`src/rtl/steer_input_sequencer.sv`:
```
// Game-flow sequencer: synchronises/debounces the player buttons and chooses whether
// the steering commands come from the player, the attract-mode autopilot, or are idle.

module steer_btn_debounce #(
    parameter int DEB_FRAMES = 2
) (
    input  logic clk,
    input  logic reset,
    input  logic frame_pulse,
    input  logic raw,
    output logic level
);
    logic [1:0] sync;
    logic [3:0] cnt;

    always_ff @(posedge clk or posedge reset) begin
        if (reset) begin
            sync  <= '0;
            cnt   <= '0;
            level <= 1'b0;
        end else begin
            sync <= {sync[0], raw};
            if (frame_pulse) begin
                if (sync[1] == level) begin
                    cnt <= '0;
                end else if (cnt == 4'(DEB_FRAMES - 1)) begin
                    level <= sync[1];
                    cnt   <= '0;
                end else begin
                    cnt <= cnt + 4'd1;
                end
            end
        end
    end
endmodule

module steer_input_sequencer #(
    parameter int DEB_FRAMES   = 2,
    parameter int COUNT_FRAMES = 60,
    parameter int CRASH_FRAMES = 120,
    parameter int AUTO_BAND    = 40
) (
    input  logic               clk,
    input  logic               reset,
    input  logic               frame_pulse,
    input  logic               left_raw,
    input  logic               right_raw,
    input  logic               start_raw,
    input  logic               crash,
    input  logic signed [10:0] lateral_offset,
    output logic               left_cmd,
    output logic               right_cmd,
    output logic [1:0]         game_state,
    output logic [1:0]         countdown
);
    localparam int NUM_BTN = 3;
    localparam logic signed [10:0] BAND     = 11'(AUTO_BAND);
    localparam logic signed [10:0] NEG_BAND = -BAND;

    typedef enum logic [1:0] {
        ST_ATTRACT   = 2'b00,
        ST_COUNTDOWN = 2'b01,
        ST_PLAY      = 2'b10,
        ST_CRASH     = 2'b11
    } state_t;

    // acc bit order: 0 = left, 1 = right, 2 = start
    logic [NUM_BTN-1:0] raw_bus;
    logic [NUM_BTN-1:0] acc;

    assign raw_bus = {start_raw, right_raw, left_raw};

    steer_btn_debounce #(.DEB_FRAMES(DEB_FRAMES)) u_btn [NUM_BTN-1:0] (
        .clk        (clk),
        .reset      (reset),
        .frame_pulse(frame_pulse),
        .raw        (raw_bus),
        .level      (acc)
    );

    state_t     state;
    logic [7:0] frame_cnt;
    logic       auto_dir;
    logic       auto_nxt;
    logic       start_prev;
    logic       start_evt;

    assign start_evt  = acc[2] & ~start_prev;
    assign game_state = state;

    // Commands are registered from the next direction so the autopilot reacts in one clock.
    always_comb begin
        auto_nxt = auto_dir;
        if (auto_dir && (lateral_offset >= BAND))
            auto_nxt = 1'b0;
        else if (!auto_dir && (lateral_offset <= NEG_BAND))
            auto_nxt = 1'b1;
    end

    always_ff @(posedge clk or posedge reset) begin
        if (reset) begin
            state      <= ST_ATTRACT;
            countdown  <= 2'd0;
            frame_cnt  <= 8'd0;
            auto_dir   <= 1'b1;
            start_prev <= 1'b0;
            left_cmd   <= 1'b0;
            right_cmd  <= 1'b0;
        end else begin
            start_prev <= acc[2];
            case (state)
                ST_ATTRACT: begin
                    if (start_evt) begin
                        state     <= ST_COUNTDOWN;
                        countdown <= 2'd3;
                        frame_cnt <= 8'd0;
                        left_cmd  <= 1'b0;
                        right_cmd <= 1'b0;
                    end else begin
                        auto_dir  <= auto_nxt;
                        left_cmd  <= ~auto_nxt;
                        right_cmd <= auto_nxt;
                    end
                end
                ST_COUNTDOWN: begin
                    left_cmd  <= 1'b0;
                    right_cmd <= 1'b0;
                    if (frame_pulse) begin
                        if (frame_cnt == 8'(COUNT_FRAMES - 1)) begin
                            frame_cnt <= 8'd0;
                            if (countdown == 2'd1) begin
                                state     <= ST_PLAY;
                                countdown <= 2'd0;
                                left_cmd  <= acc[0];
                                right_cmd <= acc[1];
                            end else begin
                                countdown <= countdown - 2'd1;
                            end
                        end else begin
                            frame_cnt <= frame_cnt + 8'd1;
                        end
                    end
                end
                ST_PLAY: begin
                    if (crash) begin
                        state     <= ST_CRASH;
                        frame_cnt <= 8'd0;
                        left_cmd  <= 1'b0;
                        right_cmd <= 1'b0;
                    end else begin
                        left_cmd  <= acc[0];
                        right_cmd <= acc[1];
                    end
                end
                ST_CRASH: begin
                    left_cmd  <= 1'b0;
                    right_cmd <= 1'b0;
                    if (frame_pulse) begin
                        if (frame_cnt == 8'(CRASH_FRAMES - 1)) begin
                            state     <= ST_ATTRACT;
                            frame_cnt <= 8'd0;
                            auto_dir  <= 1'b1;
                            right_cmd <= 1'b1;
                        end else begin
                            frame_cnt <= frame_cnt + 8'd1;
                        end
                    end
                end
                default: state <= ST_ATTRACT;
            endcase
        end
    end
endmodule

```
`config.mk`:
```
export PLATFORM = sky130hd
export DESIGN_NAME = steer_input_sequencer
export DESIGN_NICKNAME = d
export VERILOG_FILES = /design/src/rtl/steer_input_sequencer.sv
export SDC_FILE = /design/constraint.sdc
export NUM_CORES = 1
export LEC_CHECK = 0
export ABC_AREA = 1
export BUFFER_PORTS_ARGS = -buffer_cell sky130_fd_sc_hd__buf_4
export CORE_MARGIN = 1
export CORE_UTILIZATION = 38
export CTS_CLUSTER_DIAMETER = 40
export DETAILED_ROUTE_END_ITERATION = 10
export PLACE_DENSITY = 0.62
export SLEW_MARGIN = 20
export SYNTH_ARGS = -nofsm -noshare
export SYNTH_HDL_FRONTEND = slang
export SYNTH_SLANG_ARGS = --single-unit
```
`constraint.sdc`:
```
create_clock -name clk -period 2.1 [get_ports clk]
set_clock_uncertainty 0.2 [all_clocks]
set_input_delay 0 -clock clk [delete_from_list [all_inputs] [get_ports clk]]
set_output_delay 0 -clock clk [all_outputs]
set_load 0.01 [all_outputs]
```
Word level (Yosys, flattened, before mapping)
Index checks and enable logic that the tools add are counted.

storage, ports and cells
  register bits = 37
  latch bits = 0
  RAM bits = 0
  memory bits (read-only) = 0
  memories = 0

operators by class
  $add $sub $neg = 5
  multiply operators = 0
  divide/modulo/power cells = 0
  magnitude comparators = 2
  equal/unequal tests = 20
  shifts and indexed selects = 0
  multiplexer cells = 46
  bitwise operators = 6
  reduce and logical (&&, ||, !) cells = 13

operators by type and width
  cell                                                              number
  two-way mux 8 bit                                                 6
  one-hot mux 8 bit (4 select lines)                                1
  two-way mux 4 bit                                                 6
  two-way mux 2 bit                                                 11
  two-way mux 1 bit                                                 17
  inequality test 2 bit (second input constant)                     8
  adder 4 x 1 -> 4 bit (second input constant)                      3
  equality test 4 x 1 -> 1 bit (second input constant)              3
  AND reduction 4 bit                                               3
  >= comparator 11 x 7 -> 1 bit (second input constant)             1
  less-or-equal comparator 11 x 7 -> 1 bit (second input constant)  1
  AND reduction 3 bit                                               3
  adder 8 x 1 -> 8 bit (second input constant)                      1
  equality test 8 x 6 -> 1 bit (second input constant)              1
  equality test 8 x 7 -> 1 bit (second input constant)              1
  one-hot mux 1 bit (4 select lines)                                2
  one-hot mux 2 bit (4 select lines)                                1
  AND reduction 7 bit                                               1
  inverter 1 bit                                                    5
  equality test 2 x 1 -> 1 bit (second input constant)              2
  equality test 2 bit (second input constant)                       2
  one-hot mux 2 bit (2 select lines)                                1
  nonzero test 2 bit                                                2
  equality test 1 bit                                               3
  other kinds (6)                                                   7

Depth between registers and ports, before layout
  depth in word-level cells = 7
  depth in mapped cells = 10
  mapped depth without buffers = 10

Cells and area by module
A second synthesis with hierarchy kept.

unflattened totals
  cell total of the unflattened synthesis = 297
  area, all modules = 2179.6 µm²

by module, submodules not included
  module                 times used  cells an instance  area an instance (µm²)  sequential area each (µm²)
  steer_input_sequencer  1           156                1124.8                  401.6
  steer_btn_debounce     3           47                 351.6                   175.2

Worst setup path before layout
No wires, ideal clock.

  path type = reg-to-reg
  start point = register state[1], in the netlist game_state[1]
  end point = register frame_cnt[7]
  arrival time = 1520 ps
  setup slack = 248 ps
  cell stages (with the launch flop) = 9
  clock period less this slack = 1852 ps
  cells stage by stage = dfrtp_1 inv_1 ha_1 inv_1 o21ai_0 nor2_4 buf_6 o2111ai_1 o21ai_0

on the way
  cells in the longest elaborated chain, start to end = 3
  elaborated cells between the ends (all ways) = 10
  classes of those cells = 7 x eq/ne; 1 x mux; 2 x reduce/logical

ends and longest elaborated chain
  what                                         RTL line  text
  from (decl)                                  81        state_t state;
  from (signal assigned)                       102       state <= ST_ATTRACT;
  from (signal assigned)                       114       state <= ST_COUNTDOWN;
  from (signal assigned)                       132       state <= ST_PLAY;
  equality test 2 bit (tied with other cells)  111       case (state)
  inequality test 2 bit (no line)              n/a
  AND reduction 4 bit (no line)                n/a
  to (signal assigned)                         140       frame_cnt <= frame_cnt + 8'd1;
  to (signal assigned)                         165       frame_cnt <= frame_cnt + 8'd1;
  to (decl)                                    82        logic [7:0] frame_cnt;

Parallel ways exist; a longest one is shown, timed or not.
A chain may end at the register's enable or synchronous reset.

Worst setup path after layout
  start point = register state[1], in the netlist game_state[1]
  end point = register frame_cnt[4]

The elaborated chain is that of the path after synthesis.

==> impl_metrics.py <==
metrics = {
    "run_status": {
        "status": "finished, violations left",
        "violations": "hold timing",
    },
    "placement": {
        "placed_area_mm2": 0.00221,
        "place.gp.congestion": 0.786,
        "dp_hpwl_mm": 2.64,
        "port_buffers": 23,
    },
    "routing": {
        "vias": 1640,
        "drt_wl_total_mm": 3.81,
        "routed_via_density": 4.70,
        "drc": 0,
        "drt-initial-drc-count": 94,
        "firstDrtPassIters": 4,
        "ant_nets": 0,
        "wire_per_inst_um": 10.9,
    },
    "synthesis": {
        "synth.net_count": 266,
        "syn_area_mm2": 0.00195,
        "synth_seq_cells": 37,
        "synth_cells": 236,
        "ys_seq_area_frac": 0.475,
        "yosys_warnings": 0,
        "avgSynthCellArea_um2": 8.27,
        "ys_types": 22,
    },
    "clock_network": {
        "path_clk_slew_ns": 0.08,
        "htree_num_levels": 2,
        "cts_buffers": 5,
        "clkLatencyLatePin_ns": 0.29,
        "clock_sinks": 37,
        "cts_tree": "built",
        "cts_max_path_buffers": 2,
        "clock-root-buffer": "clkbuf_8",
    },
    "hold_path": {
        "whs_path_depth": 7,
        "min_from": "lateral_offset[9]",
        "hp-class": "in -> reg",
        "min_to": "left_cmd",
    },
    "finish": {
        "final_cell_mix": "nand2_1 (59), dfrtp_1 (36), inv_1 (29), buf_4 (29), o21ai_0 (22)",
        "drive_above_1_share": 0.156,
        "diodes": 0,
        "fin_area_mm2": 0.00247,
        "final_nets": 311,
        "layout_commonest_cell": "nand2_1",
        "area_delta_synth_final_pct": 26.7,
        "fill_cells": 469,
    },
    "setup_path": {
        "critical_path_required_ns": 2.08,
        "worstPathArrival_ns": 1.93,
        "worstReg2RegEnd": "frame_cnt[4]",
        "worstSetupPathType": "reg -> reg",
        "crit_top_cell": "inv_1",
        "crit_slowest_cell": "dfrtp_1",
        "path_cells": "inv_1, ha_1, inv_1, o21ai_0, nor2_4, buf_4, a21oi_1, nor2_1",
        "r2r_start": "game_state[1]",
        "startpoint_type": "register",
        "rrSetupSlack_ns": 0.15,
        "slowest_delay_ns": 0.40,
        "rr_worst_depth": 8,
        "crit_fanout": 7,
        "end_kind": "register",
    },
    "run": {
        "cap_violations": 0,
    },
    "timing": {
        "drv_slew": 0,
        "setup_violations": 0,
        "worst_pin_slew_ns": 0.473,
        "setup-tns-final_ns": 0,
        "holdWs_ns": -0.00317,
        "relSlewSlack": 0.685,
        "fin_crit_sh": 0.929,
        "rsz0062_at_grt": "false",
        "hold_viol": 1,
        "fin_crit_ns": 1.95,
        "fmax_ghz": 0.513,
    },
    "pwr": {
        "power_density_mw_per_mm2": 1180,
        "peakVddDrop_mv": 0.469,
        "p_total_w": 0.00291,
        "leakage_nw": 1.21,
    },
    "global_route": {
        "grt_pass1_wl_mm": 6.44,
        "grt_usage": 0.157,
        "grt_pass1_vias": 1556,
        "grt_max_degree": 38,
        "antenna_found_initial": 0,
        "grt_remaining_overflow": 0,
    },
    "die": {
        "dieArea_mm2": 0.00542,
        "dieWidth_um": 73.6,
        "die-height_um": 73.6,
        "rows": 25,
        "coreArea_mm2": 0.00482,
        "initial_core_util": 0.405,
        "ioPinCount": 24,
    },
}
## cells by family after synthesis
kind of cell    Yosys count  share of synthesized area
compound gates           40                      0.114
xor+xnor                  6                     0.0269
mux                       3                     0.0173
fa+ha+maj                12                     0.0770
simple gates            106                      0.224
flops                    37                      0.475
buf+inv                  32                     0.0661
## routing by layer
metal	routed length, um	vias up	GRT usage
met4	94	0	0.0940
met1	1790	734	0.198
met2	1750	36	0.249
met3	168	12	0.0302
li1	-	858	-
met5	0	-	0
## synth_stat cells (all sizes together)
cell type	number	area, um2
buf	2	16.3
nor3	5	25.0
nor2	22	90.1
nand2	60	225
mux2	3	33.8
dfstp	1	26.3
o2111ai	1	8.76
a21oi	8	40.0
a211o	2	17.5
xor2	3	26.3
dfrtp	36	901
xnor2	3	26.3
inv	30	113
o21ai	22	110
o21bai	1	7.51
o22ai	6	37.5
ha	12	150
nand3	18	90.1
nand4	1	6.26
## per-stage QoR
| step | util | cells | setup slack (ns) |
|---|---|---|---|
| after detailed placement | 0.459 | 327 | 0.0921 |
| final | 0.513 | 349 | 0.149 |
| after floorplan | - | 236 | 0.248 |
| after global routing | 0.513 | 349 | 0.00344 |
| after global placement | 0.459 | 327 | 0.162 |
| after CTS | 0.507 | 346 | 0.0102 |
## cell type report
class,instances,area [um2],area share
multi-input combinational,167,897,0.363
tap,67,83.8,0.0339
inverter,30,113,0.0456
clock buffer,6,82.6,0.0334
sequential,37,927,0.375
timing repair buffer,40,330,0.134
clock inverter,2,37.5,0.0152
## how the worst max path moves through the flow
stage / from / to / slack, ns / cells past startpoint
6_report: game_state[1] / frame_cnt[4] / 0.15 / 8
5_1_grt: game_state[1] / frame_cnt[3] / 0.003 / 9
4_1_cts: lateral_offset[5] / right_cmd / 0.01 / 8
3_5_place_dp: game_state[0] / frame_cnt[6] / 0.09 / 7
3_3_place_gp: game_state[0] / frame_cnt[6] / 0.16 / 7
2_1_floorplan: game_state[1] / frame_cnt[7] / 0.25 / 8
## where the power goes
part | internal (W) | switching [W]
Combinational | 0.000522 | 0.000667
Sequential | 0.000913 | 0.000161
Clock | 0.000386 | 0.000259
## registers in the layout, indices dropped and copies added, names as in the netlist
register     count
left_cmd         1
game_state       2
countdown        2
right_cmd        1
start_prev       1
u_btn.level      3
u_btn.cnt       12
auto_dir         1
frame_cnt        8
u_btn.sync       6
## critical path: cells and delay by family (launching register included)
family	cells	cell delay [ns]
AOI/OAI and AO/OA	2	0.48
DFF	1	0.40
buffers and inverters	3	0.36
adders and majority gates	1	0.22
and+or+nand+nor	2	0.17
## what timing repair did
action / in CTS / in global routing
setup buffers: 0 / 3
hold buffers: 11 / 0
hold endpoints to repair: 57 / 0
endpoints found under the setup margin: 0 / 7
resized for setup: 0 / 2
No activity file was read; power rests on OpenSTA's default activity.
